$ cat src/rtl/ps2_pkg.sv
// Shared constants and types for the PS/2 mouse receive path.
package ps2_pkg;

    // Bit positions inside the first (header) byte of a movement packet
    localparam int unsigned B0_LEFT = 0;
    localparam int unsigned B0_SYNC = 3;
    localparam int unsigned B0_XS   = 4;
    localparam int unsigned B0_YS   = 5;
    localparam int unsigned B0_XO   = 6;
    localparam int unsigned B0_YO   = 7;

    typedef enum logic [1:0] {
        IDLE   = 2'd0,
        DATA   = 2'd1,
        PARITY = 2'd2,
        STOP   = 2'd3
    } rx_state_t;

    // Only the header fields the position update needs are kept
    typedef struct packed {
        logic yo;
        logic xo;
        logic ys;
        logic xs;
        logic left;
    } pkt_hdr_t;

endpackage

$ cat src/rtl/ps2_rx_byte.sv
// PS/2 device-to-host byte receiver: input synchronizers, ps2_clk glitch
// filter, 11-bit frame FSM and a mid-frame inactivity watchdog.
//
// state  | meaning
// IDLE   | waiting for a start bit (strobe with data=0)
// DATA   | shifting in 8 data bits, LSB first
// PARITY | capturing the odd-parity bit
// STOP   | checking stop bit and parity, then emitting the byte or an error
module ps2_rx_byte
    import ps2_pkg::*;
#(
    parameter int TIMEOUT_CYC = 200000,
    parameter int FILTER_LEN  = 4
) (
    input  logic       clk,
    input  logic       reset_n,
    input  logic       ps2_clk,
    input  logic       ps2_data,
    output logic [7:0] rx_byte,
    output logic       byte_valid,
    output logic       err
);

    localparam int WD_W = $clog2(TIMEOUT_CYC + 1);

    logic [1:0]            clk_sync;
    logic [1:0]            dat_sync;
    logic [FILTER_LEN-1:0] clk_hist;
    logic                  clk_filt;
    logic                  clk_filt_d;
    logic                  strobe;
    logic                  dat;
    rx_state_t             state;
    rx_state_t             state_nx;
    logic [2:0]            bit_cnt;
    logic [7:0]            shift;
    logic                  par_bit;
    logic [WD_W-1:0]       wd_cnt;
    logic                  timeout;
    logic                  rx_done;
    logic                  frame_ok;

    assign strobe = clk_filt_d & ~clk_filt;
    assign dat    = dat_sync[1];

    // Two-flop synchronizers for both PS/2 lines (idle high)
    always_ff @(posedge clk or negedge reset_n) begin
        if (!reset_n) begin
            clk_sync <= 2'b11;
            dat_sync <= 2'b11;
        end else begin
            clk_sync <= {clk_sync[0], ps2_clk};
            dat_sync <= {dat_sync[0], ps2_data};
        end
    end

    // Filtered clock changes level only after FILTER_LEN identical samples
    always_ff @(posedge clk or negedge reset_n) begin
        if (!reset_n) begin
            clk_hist   <= '1;
            clk_filt   <= 1'b1;
            clk_filt_d <= 1'b1;
        end else begin
            clk_hist   <= {clk_hist[FILTER_LEN-2:0], clk_sync[1]};
            clk_filt_d <= clk_filt;
            if (&clk_hist) begin
                clk_filt <= 1'b1;
            end else if (~|clk_hist) begin
                clk_filt <= 1'b0;
            end
        end
    end

    // Watchdog down-counter, reloaded while idle and on every strobe
    always_ff @(posedge clk or negedge reset_n) begin
        if (!reset_n) begin
            wd_cnt <= WD_W'(TIMEOUT_CYC - 1);
        end else if (state == IDLE || strobe) begin
            wd_cnt <= WD_W'(TIMEOUT_CYC - 1);
        end else if (wd_cnt != '0) begin
            wd_cnt <= wd_cnt - 1'b1;
        end
    end

    // Frame state register
    always_ff @(posedge clk or negedge reset_n) begin
        if (!reset_n) begin
            state <= IDLE;
        end else begin
            state <= state_nx;
        end
    end

    // Next-state logic; a timeout abandons the partial frame from any state
    always_comb begin
        state_nx = state;
        case (state)
            IDLE:    if (strobe && !dat)              state_nx = DATA;
            DATA:    if (strobe && bit_cnt == 3'd7)   state_nx = PARITY;
            PARITY:  if (strobe)                      state_nx = STOP;
            STOP:    if (strobe)                      state_nx = IDLE;
            default:                                  state_nx = IDLE;
        endcase
        if (timeout) begin
            state_nx = IDLE;
        end
    end

    // Output decode: end-of-frame, frame validity and watchdog expiry
    always_comb begin
        rx_done  = (state == STOP) && strobe;
        frame_ok = dat && (^{shift, par_bit});
        timeout  = (state != IDLE) && !strobe && (wd_cnt == '0);
    end

    // Bit shifter and parity capture
    always_ff @(posedge clk or negedge reset_n) begin
        if (!reset_n) begin
            bit_cnt <= 3'd0;
            shift   <= 8'd0;
            par_bit <= 1'b0;
        end else if (state == IDLE) begin
            bit_cnt <= 3'd0;
        end else if (strobe) begin
            if (state == DATA) begin
                shift   <= {dat, shift[7:1]};
                bit_cnt <= bit_cnt + 3'd1;
            end else if (state == PARITY) begin
                par_bit <= dat;
            end
        end
    end

    // Registered byte/error outputs, one cycle after the stop strobe
    always_ff @(posedge clk or negedge reset_n) begin
        if (!reset_n) begin
            rx_byte    <= 8'd0;
            byte_valid <= 1'b0;
            err        <= 1'b0;
        end else begin
            byte_valid <= rx_done & frame_ok;
            err        <= (rx_done & ~frame_ok) | timeout;
            if (rx_done) begin
                rx_byte <= shift;
            end
        end
    end

endmodule

$ cat src/rtl/ps2_mouse_decoder.sv
// PS/2 mouse decoder: frames received bytes into 3-byte movement packets
// and keeps a cursor position clamped to the visible screen.
module ps2_mouse_decoder
    import ps2_pkg::*;
#(
    parameter int TIMEOUT_CYC = 200000,
    parameter int FILTER_LEN  = 4,
    parameter int X_MAX       = 639,
    parameter int Y_MAX       = 479,
    parameter int X_INIT      = 320,
    parameter int Y_INIT      = 240
) (
    input  logic       clk,
    input  logic       reset_n,
    input  logic       ps2_clk,
    input  logic       ps2_data,
    output logic [9:0] x,
    output logic [8:0] y,
    output logic       left_btn,
    output logic       click,
    output logic       pkt_valid,
    output logic       frame_err
);

    logic [7:0]  rx_byte;
    logic        rx_valid;
    logic        rx_err;
    logic [1:0]  byte_idx;
    pkt_hdr_t    hdr;
    logic [7:0]  dx_lo;
    logic [11:0] dx;
    logic [11:0] dy;
    logic [11:0] x_sum;
    logic [11:0] y_diff;
    logic [9:0]  x_next;
    logic [8:0]  y_next;

    ps2_rx_byte #(
        .TIMEOUT_CYC (TIMEOUT_CYC),
        .FILTER_LEN  (FILTER_LEN)
    ) u_rx (
        .clk        (clk),
        .reset_n    (reset_n),
        .ps2_clk    (ps2_clk),
        .ps2_data   (ps2_data),
        .rx_byte    (rx_byte),
        .byte_valid (rx_valid),
        .err        (rx_err)
    );

    // 12-bit two's-complement position arithmetic with screen clamping;
    // dy comes straight from byte2 as it arrives
    always_comb begin
        dx     = {{4{hdr.xs}}, dx_lo};
        dy     = {{4{hdr.ys}}, rx_byte};
        x_sum  = {2'b00, x} + dx;
        y_diff = {3'b000, y} - dy;
        if (x_sum[11]) begin
            x_next = '0;
        end else if (x_sum > 12'(X_MAX)) begin
            x_next = 10'(X_MAX);
        end else begin
            x_next = x_sum[9:0];
        end
        if (y_diff[11]) begin
            y_next = '0;
        end else if (y_diff > 12'(Y_MAX)) begin
            y_next = 9'(Y_MAX);
        end else begin
            y_next = y_diff[8:0];
        end
    end

    // Packet assembly, header resync and position/button update
    always_ff @(posedge clk or negedge reset_n) begin
        if (!reset_n) begin
            byte_idx  <= 2'd0;
            hdr       <= '0;
            dx_lo     <= 8'd0;
            x         <= 10'(X_INIT);
            y         <= 9'(Y_INIT);
            left_btn  <= 1'b0;
            click     <= 1'b0;
            pkt_valid <= 1'b0;
            frame_err <= 1'b0;
        end else begin
            click     <= 1'b0;
            pkt_valid <= 1'b0;
            frame_err <= 1'b0;
            if (rx_err) begin
                frame_err <= 1'b1;
                byte_idx  <= 2'd0;
            end else if (rx_valid) begin
                case (byte_idx)
                    2'd0: begin
                        if (rx_byte[B0_SYNC]) begin
                            hdr.left <= rx_byte[B0_LEFT];
                            hdr.xs   <= rx_byte[B0_XS];
                            hdr.ys   <= rx_byte[B0_YS];
                            hdr.xo   <= rx_byte[B0_XO];
                            hdr.yo   <= rx_byte[B0_YO];
                            byte_idx <= 2'd1;
                        end else begin
                            frame_err <= 1'b1;
                        end
                    end
                    2'd1: begin
                        dx_lo    <= rx_byte;
                        byte_idx <= 2'd2;
                    end
                    default: begin
                        byte_idx  <= 2'd0;
                        pkt_valid <= 1'b1;
                        if (!hdr.xo) begin
                            x <= x_next;
                        end
                        if (!hdr.yo) begin
                            y <= y_next;
                        end
                        left_btn <= hdr.left;
                        click    <= hdr.left & ~left_btn;
                    end
                endcase
            end
        end
    end

endmodule

$ cat config.mk
export PLATFORM = sky130hd
export DESIGN_NAME = ps2_mouse_decoder
export DESIGN_NICKNAME = d
export VERILOG_FILES = /design/src/rtl/ps2_pkg.sv /design/src/rtl/ps2_rx_byte.sv /design/src/rtl/ps2_mouse_decoder.sv
export SDC_FILE = /design/constraint.sdc
export NUM_CORES = 1
export LEC_CHECK = 0
export CAP_MARGIN = 20
export CELL_PAD_IN_SITES_DETAIL_PLACEMENT = 0
export CELL_PAD_IN_SITES_GLOBAL_PLACEMENT = 1
export CORE_MARGIN = 2
export CORE_UTILIZATION = 50
export CTS_BUF_LIST = sky130_fd_sc_hd__clkbuf_2
export CTS_CLUSTER_DIAMETER = 150
export DETAILED_ROUTE_END_ITERATION = 10
export GPL_ROUTABILITY_DRIVEN = 1
export PLACE_DENSITY = 0.88
export SYNTH_ARGS = -nofsm -noshare
export SYNTH_HDL_FRONTEND = slang
export SYNTH_SLANG_ARGS = --single-unit
$ cat constraint.sdc
create_clock -name clk -period 3.1 [get_ports clk]
set_input_delay 0.465 -clock clk [delete_from_list [all_inputs] [get_ports clk]]
set_output_delay 0.465 -clock clk [all_outputs]
set_load 0.005 [all_outputs]
==> metrics.yaml, run 1 <==
setup_path:
  end_kind: "flop"
  ff2ff_path_depth: 10
  slowest_stage: "dfrtp_1"
  crit_required_ns: 3.60
  critPathTopFamily: "compound AO/OA/AOI/OAI gates"
  path_cells: "ha_1 > inv_1 > fa_1 > a211oi_1 > o21ai_0 > o21a_1 > xnor2_1 > nand2b_1 > o211ai_1 > o221a_2"
  r2r_start: "u_rx.rx_byte[0]$_DFFE_PN0P_"
  crit_buf_inv: 1
  cp_max_fo: 6
  r2r-end: "y[0]$_DFFE_PN0P_"
  critPathMaxStageDelay_ns: 0.47
  path_class: "reg -> reg"
  startpoint_type: "flop"
  r2r_slack_ns: 0.28
  arrival_ns: 3.33
yosys:
  ys.flop_type: "dfrtp_1"
  ys_top_cells_by_count: "dfrtp_1 (63), nor2_1 (39), nand2_1 (32)"
  synth_compound_area_share_pct: 13.7
  ys_seq_elements: 90
  synth_top_area_share_pct: 32.9
  synth_fa_ha_area_share_pct: 8.41
  synth_most_common_cell: "dfrtp_1"
  synthXorXnorAreaFrac_pct: 5.30
  synth_cell_types: 57
  yosysWarnings: 0
  synth_area_mm2: 0.00479
  synth_area_leaders: "dfrtp_1 (33%), dfstp_2 (15%), ha_1 (7.6%)"
  synth-async-reset-ratio_pct: 100
  ys_seq_area_share_pct: 47.7
  synthMuxAreaShare_pct: 7.89
  syn_nets: 483
  synth_edf_count: 0
  synthCells: 448
  synthSimpleGateAreaFrac_pct: 14.3
  yosysTopAreaCell: "dfrtp_1"
  synth_top_family_by_area: "simple AND/OR/NAND/NOR gates"
  avgSynthCellArea_um2: 10.7
worst_hold_path:
  hold_end: "u_rx.clk_sync[0]$_DFF_PN1_"
  min_path_type: "in -> reg"
  whs_path_depth: 1
  hold_path.startpoint: "ps2_clk"
clock_network:
  cts_buffers: 9
  clock_path_buffers: 2
  clock_latency_ns: 0.56
  htree_num_levels: 3
  cts_resized: 0
  cts.sinks: 90
  clockRootBuffer: "clkbuf_2"
  path_clk_slew_ns: 0.26
  cts_tree: "built"
floorplan:
  die_h_um: 102
  pin_count: 27
  die_area_mm2: 0.0104
  start_util_pct: 51.6
  core_area_mm2: 0.00928
  die-width_um: 102
  rows: 35
global_routing:
  grt_pass1_vias: 3201
  grt_max_degree: 47
  grt_antenna_before_repair: 0
  grt_pass1_wl_mm: 15.0
  grt_util_all_layers_pct: 18.3
  grt_overflow: 0
route:
  wirelength_mm: 8.69
  vias: 3356
  drt_iter0_drc: 126
  via_per_inst: 5.46
  drtAntennaViolNets: 0
  routedWlPerCell_um: 14.1
  drtPass1Iterations: 4
  drc_errors: 0
power_and_ir_drop:
  peakVddDrop_mv: 0.313
  p_leak_nw: 2.30
  p_total_mw: 2.61
  powerDensity_mw_per_mm2: 492
sta:
  hold_viol: 0
  fmax_mhz: 354
  worst_pin_slew_ns: 0.730
  fin_crit_sh_pct: 91.1
  slew_violations: 0
  rsz0062_at_grt: "no"
  fin_worst_skew_ns: 0.0317
  slew_headroom_pct: 51.2
  setup_viol: 0
  worst_slack_ns: 0.275
  hold_slack_ns: 0.294
  tns_ns: 0
  finalCriticalPeriod_ns: 2.82
placed_design:
  gp_congestion: 0.879
  portBuffers: 26
  dpl.hpwl_mm: 6.33
  dp.cells: 598
  dp_slack_ns: 0.336
  placed_cell_area_mm2: 0.00521
layout:
  finalCoreUtilization_pct: 57.2
  layout-drive-gt1-share_pct: 19.1
  n_antenna_cell: 0
  finalInstanceArea_mm2: 0.00531
  nets: 516
  fin_cells: 615
  area_delta_synth_final_pct: 10.9
job:
  drv_cap: 0
status:
  status: "completed"
[worst register-to-register path, cell delays in order (launching register included)]
cell and delay (ns):
dfrtp_1 0.47, ha_1 0.18, inv_1 0.05, fa_1 0.42, a211oi_1 0.32, o21ai_0 0.18
o21a_1 0.16, xnor2_1 0.18, nand2b_1 0.08, o211ai_1 0.43, o221a_2 0.29
[timing repair]
action | in CTS | in global routing
buffers inserted | 0 | 0
endpoints found under the hold margin | 34 | 0
hold buffers | 1 | 0
[area by class of cell]
type | count | area [µm²]
flip-flops and latches | 90 | 2290
well taps | 129 | 161
fillers | 840 | 3970
clock buffers | 9 | 45.0
clock inverters | 7 | 45.0
multi-input cells | 324 | 2370
inverters | 26 | 97.6
repair buffers | 30 | 303
[cell families (layout without fill, tap and decap cells)]
kind of cell / count (synthesis) / in the layout
AND/OR/NAND/NOR: 133 / 133
AO/OA/AOI/OAI: 97 / 97
flip-flops: 90 / 90
multiplexers: 34 / 34
buffers and inverters: 34 / 72
adder cells (fa/ha/maj): 31 / 31
XOR/XNOR: 29 / 29
[layer usage]
layer | GRT usage [%] | share of wire (%) | up-vias
met3 | 3.28 | 2.8 | 17
met5 | 0 | 0 | -
met1 | 25.5 | 49 | 1637
met2 | 29.3 | 47 | 37
li1 | - | - | 1665
met4 | 6.26 | 1.6 | 0
[power by group]
part / internal (mW) / switching, mW
combinational: 0.332 / 0.395
sequential: 1.29 / 0.0875
clock: 0.104 / 0.410
[cell usage in the layout (no fill, tap or decap), types with 3 or more instances in the layout]
cell and count:
o21a_1 6, a211oi_1 11, mux2i_1 4, dfrtp_1 63
o31ai_1 3, nand2b_1 9, nor3_1 5, clkbuf_2 9
nor2b_1 4, and3_1 3, xnor2_1 18, a21oi_1 22
clkdlybuf4s50_1 25, nor2_1 39, nor4_1 4, clkinv_1 3
nand3_1 7, buf_4 3, ha_1 29, o21ai_0 22
inv_1 26, nand3b_1 3, dfstp_2 27, a21o_1 4
or2_2 4, nand2_1 32, or3_1 9, xor2_1 11
o211ai_1 4, o221a_2 7, mux2_2 30
[flip-flops by register name, summed over array words and instances (netlist names)]
signal and flops:
click 1, u_rx.clk_filt 1, u_rx.par_bit 1, y 9, byte_idx 2, dy 1
u_rx.err 1, hdr 3, u_rx.wd_cnt 18, dx 1, u_rx.state 2, u_rx.shift 8
frame_err 1, dx_lo 8, u_rx.dat_sync 2, u_rx.clk_sync 2, u_rx.bit_cnt 3, u_rx.clk_hist 4
left_btn 1, u_rx.clk_filt_d 1, x 10, pkt_valid 1, u_rx.byte_valid 1, u_rx.rx_byte 8
[worst max path at each step]
stage,startpoint,end,slack (ns),depth (start not counted)
final,u_rx.rx_byte[0]$_DFFE_PN0P_,y[0]$_DFFE_PN0P_,0.28,10
after global routing,y[0]$_DFFE_PN0P_,y[0]$_DFFE_PN0P_,0.04,11
after CTS,u_rx.rx_byte[0]$_DFFE_PN0P_,y[0]$_DFFE_PN0P_,0.30,10
after detailed placement,x[0]$_DFFE_PN0P_,x[0]$_DFFE_PN0P_,0.34,10
after global placement,y[0]$_DFFE_PN0P_,y[0]$_DFFE_PN0P_,0.44,11
after floorplan,y[0]$_DFFE_PN0P_,y[0]$_DFFE_PN0P_,0.69,11
No activity file was read; power rests on OpenSTA's default activity.
==> run 2: changes to the inputs <==
==> constraint.sdc (replaced) <==
create_clock -name clk -period 3.1 [get_ports clk]
set_input_delay 0.465 -clock clk [delete_from_list [all_inputs] [get_ports clk]]
set_output_delay 0.465 -clock clk [all_outputs]
set_load 0.01 [all_outputs]
==> results of run 2 <==
The final DEF is identical to that of run 1. Status: completed.
==> run 3: changes to the inputs <==
--- a/config.mk
+++ b/config.mk
@@ -9,12 +9,13 @@
 export CELL_PAD_IN_SITES_DETAIL_PLACEMENT = 0
 export CELL_PAD_IN_SITES_GLOBAL_PLACEMENT = 1
 export CORE_MARGIN = 2
-export CORE_UTILIZATION = 50
+export CORE_UTILIZATION = 53
 export CTS_BUF_LIST = sky130_fd_sc_hd__clkbuf_2
 export CTS_CLUSTER_DIAMETER = 150
 export DETAILED_ROUTE_END_ITERATION = 10
+export DONT_BUFFER_PORTS = 1
 export GPL_ROUTABILITY_DRIVEN = 1
-export PLACE_DENSITY = 0.88
+export PLACE_DENSITY = 0.87
 export SYNTH_ARGS = -nofsm -noshare
 export SYNTH_HDL_FRONTEND = slang
 export SYNTH_SLANG_ARGS = --single-unit
==> metrics.yaml, run 3 (synthesis results as in run 1) <==
clock_network:
  clock_path_buffers: 2
  cts_resized: 0
  htree_num_levels: 3
  cts_tree: "built"
  clockRootBuffer: "clkbuf_2"
  cts.sinks: 90
  path_clk_slew_ns: 0.23
  clock_latency_ns: 0.55
  cts_buffers: 9
setup_path:
  crit_required_ns: 3.61
  r2r-end: "y[0]$_DFFE_PN0P_"
  arrival_ns: 3.34
  ff2ff_path_depth: 11
  end_kind: "flop"
  cp_max_fo: 6
  r2r_start: "y[0]$_DFFE_PN0P_"
  path_class: "reg -> reg"
  startpoint_type: "flop"
  r2r_slack_ns: 0.27
floorplan:
  start_util_pct: 54.9
  die_h_um: 99.1
  die-width_um: 99.1
  die_area_mm2: 0.00981
  rows: 34
  pin_count: 27
  core_area_mm2: 0.00872
sta:
  fmax_mhz: 353
  slew_violations: 0
  setup_viol: 0
  finalCriticalPeriod_ns: 2.83
  slew_headroom_pct: 55.6
  hold_slack_ns: 0.373
  fin_worst_skew_ns: 0.0328
  rsz0062_at_grt: "no"
  fin_crit_sh_pct: 91.4
  hold_viol: 0
  worst_pin_slew_ns: 0.662
  tns_ns: 0
layout:
  nFillCells: 723
  area_delta_synth_final_pct: 6.14
  final_cell_mix: "dfrtp_1 (63), nor2_1 (39), nand2_1 (32), mux2_2 (30), ha_1 (29)"
  n_antenna_cell: 0
  layout_commonest_cell: "dfrtp_1"
  reg.largest.list: "u_rx.wd_cnt: 18 flops, x: 10 flops, y: 9 flops"
  largest_reg_flops: 18
  largest_register: "u_rx.wd_cnt"
  layout-drive-gt1-share_pct: 20.5
  nets: 493
worst_hold_path:
  hold_path.startpoint: "u_rx.clk_sync[0]$_DFF_PN1_"
  min_path_type: "reg -> reg"
  whs_path_depth: 0
  hold_end: "u_rx.clk_sync[1]$_DFF_PN1_"
route:
  vias: 3306
  drtAntennaViolNets: 0
  wirelength_mm: 8.69
  drt_iter0_drc: 182
  via_per_inst: 5.79
  drtPass1Iterations: 4
  routedWlPerCell_um: 15.2
  drc_errors: 0
  dr_wl_met3_um: 232
  highest_layer: "met4"
  wl_met1_mm: 4.10
  wl_met2_mm: 4.25
power_and_ir_drop:
  p_leak_nw: 2.24
  powerDensity_mw_per_mm2: 530
  peakVddDrop_mv: 0.303
placed_design:
  portBuffers: 0
  dpl.hpwl_mm: 6.21
  gp_congestion: 0.841
global_routing:
  grt_pass1_vias: 3226
  grt_max_degree: 91
  grt_util_all_layers_pct: 19.4
  grt_antenna_before_repair: 0
  grt_pass1_wl_mm: 15.4
  grt_overflow: 0
job:
  drv_cap: 0
status:
  status: "completed"
-- run 3: cell types whose count changed in the layout (fill, tap and decap cells not counted), sizes merged --
cell	previous run	this run
clkdlybuf4s50	25	0
clkbuf	9	11
inv	27	26
dlygate4sd3	1	3
bufinv	0	1
clkinv	5	3
-- run 3: timing repair --
| action | in CTS | in global routing |
|---|---|---|
| hold buffers | 4 | 0 |
| hold endpoints to repair | 92 | 0 |
| buffers inserted | 0 | 0 |
-- run 3: worst max-delay path, stage by stage, from the launching register on --
cell	delay [ns]
dfrtp_1	0.48
inv_1	0.08
ha_1	0.15
inv_1	0.05
fa_1	0.42
a211oi_1	0.29
o21ai_0	0.18
o21a_1	0.16
xnor2_1	0.19
nand2b_1	0.08
o211ai_1	0.43
o221a_2	0.29
-- run 3: where the power goes --
part           internal (mW)  switching [mW]
combinational          0.330           0.400
sequential              1.29          0.0913
clock                  0.190           0.396
-- run 3: final cells by class --
type                            instances  area, µm²  area share, %
Sequential cell                        90       2290           45.0
Inverter                               26       97.6           1.92
Clock inverter                          5       55.1           1.08
Multi-Input combinational cell        324       2370           46.7
Tap cell                              108        135           2.66
Clock buffer                           11       55.1           1.08
Timing Repair Buffer                    7       80.1           1.58
-- run 3: stage by stage --
| stage | instances | utilization (%) | setup WS [ns] | power [mW] | instance area, µm² |
|---|---|---|---|---|---|
| after floorplan | 448 | - | 0.655 | 1.95 | 4790 |
| after global placement | 551 | 56.4 | 0.405 | 2.07 | 4910 |
| after detailed placement | 551 | 56.4 | 0.354 | 2.09 | 4910 |
| after CTS | 571 | 58.3 | 0.304 | 2.71 | 5080 |
| after global routing | 571 | 58.3 | 0.0316 | 2.87 | 5080 |
| final | 571 | 58.3 | 0.266 | 2.69 | 5080 |
-- run 3: how the worst max path moves through the flow --
stage,from,endpoint,slack (ns)
after floorplan,x[0]$_DFFE_PN0P_,x[1]$_DFFE_PN0P_,0.65
after global placement,y[0]$_DFFE_PN0P_,y[0]$_DFFE_PN0P_,0.41
after detailed placement,x[0]$_DFFE_PN0P_,x[3]$_DFFE_PN0P_,0.35
after CTS,y[0]$_DFFE_PN0P_,y[0]$_DFFE_PN0P_,0.30
after global routing,y[0]$_DFFE_PN0P_,y[4]$_DFFE_PN1P_,0.03
final,y[0]$_DFFE_PN0P_,y[0]$_DFFE_PN0P_,0.27
-- run 3: layer usage --
layer | vias to the layer above | track usage, %
li1 | 1627 | -
met1 | 1622 | 26.2
met2 | 49 | 31.5
met3 | 8 | 3.97
met4 | 0 | 6.43
met5 | - | 0
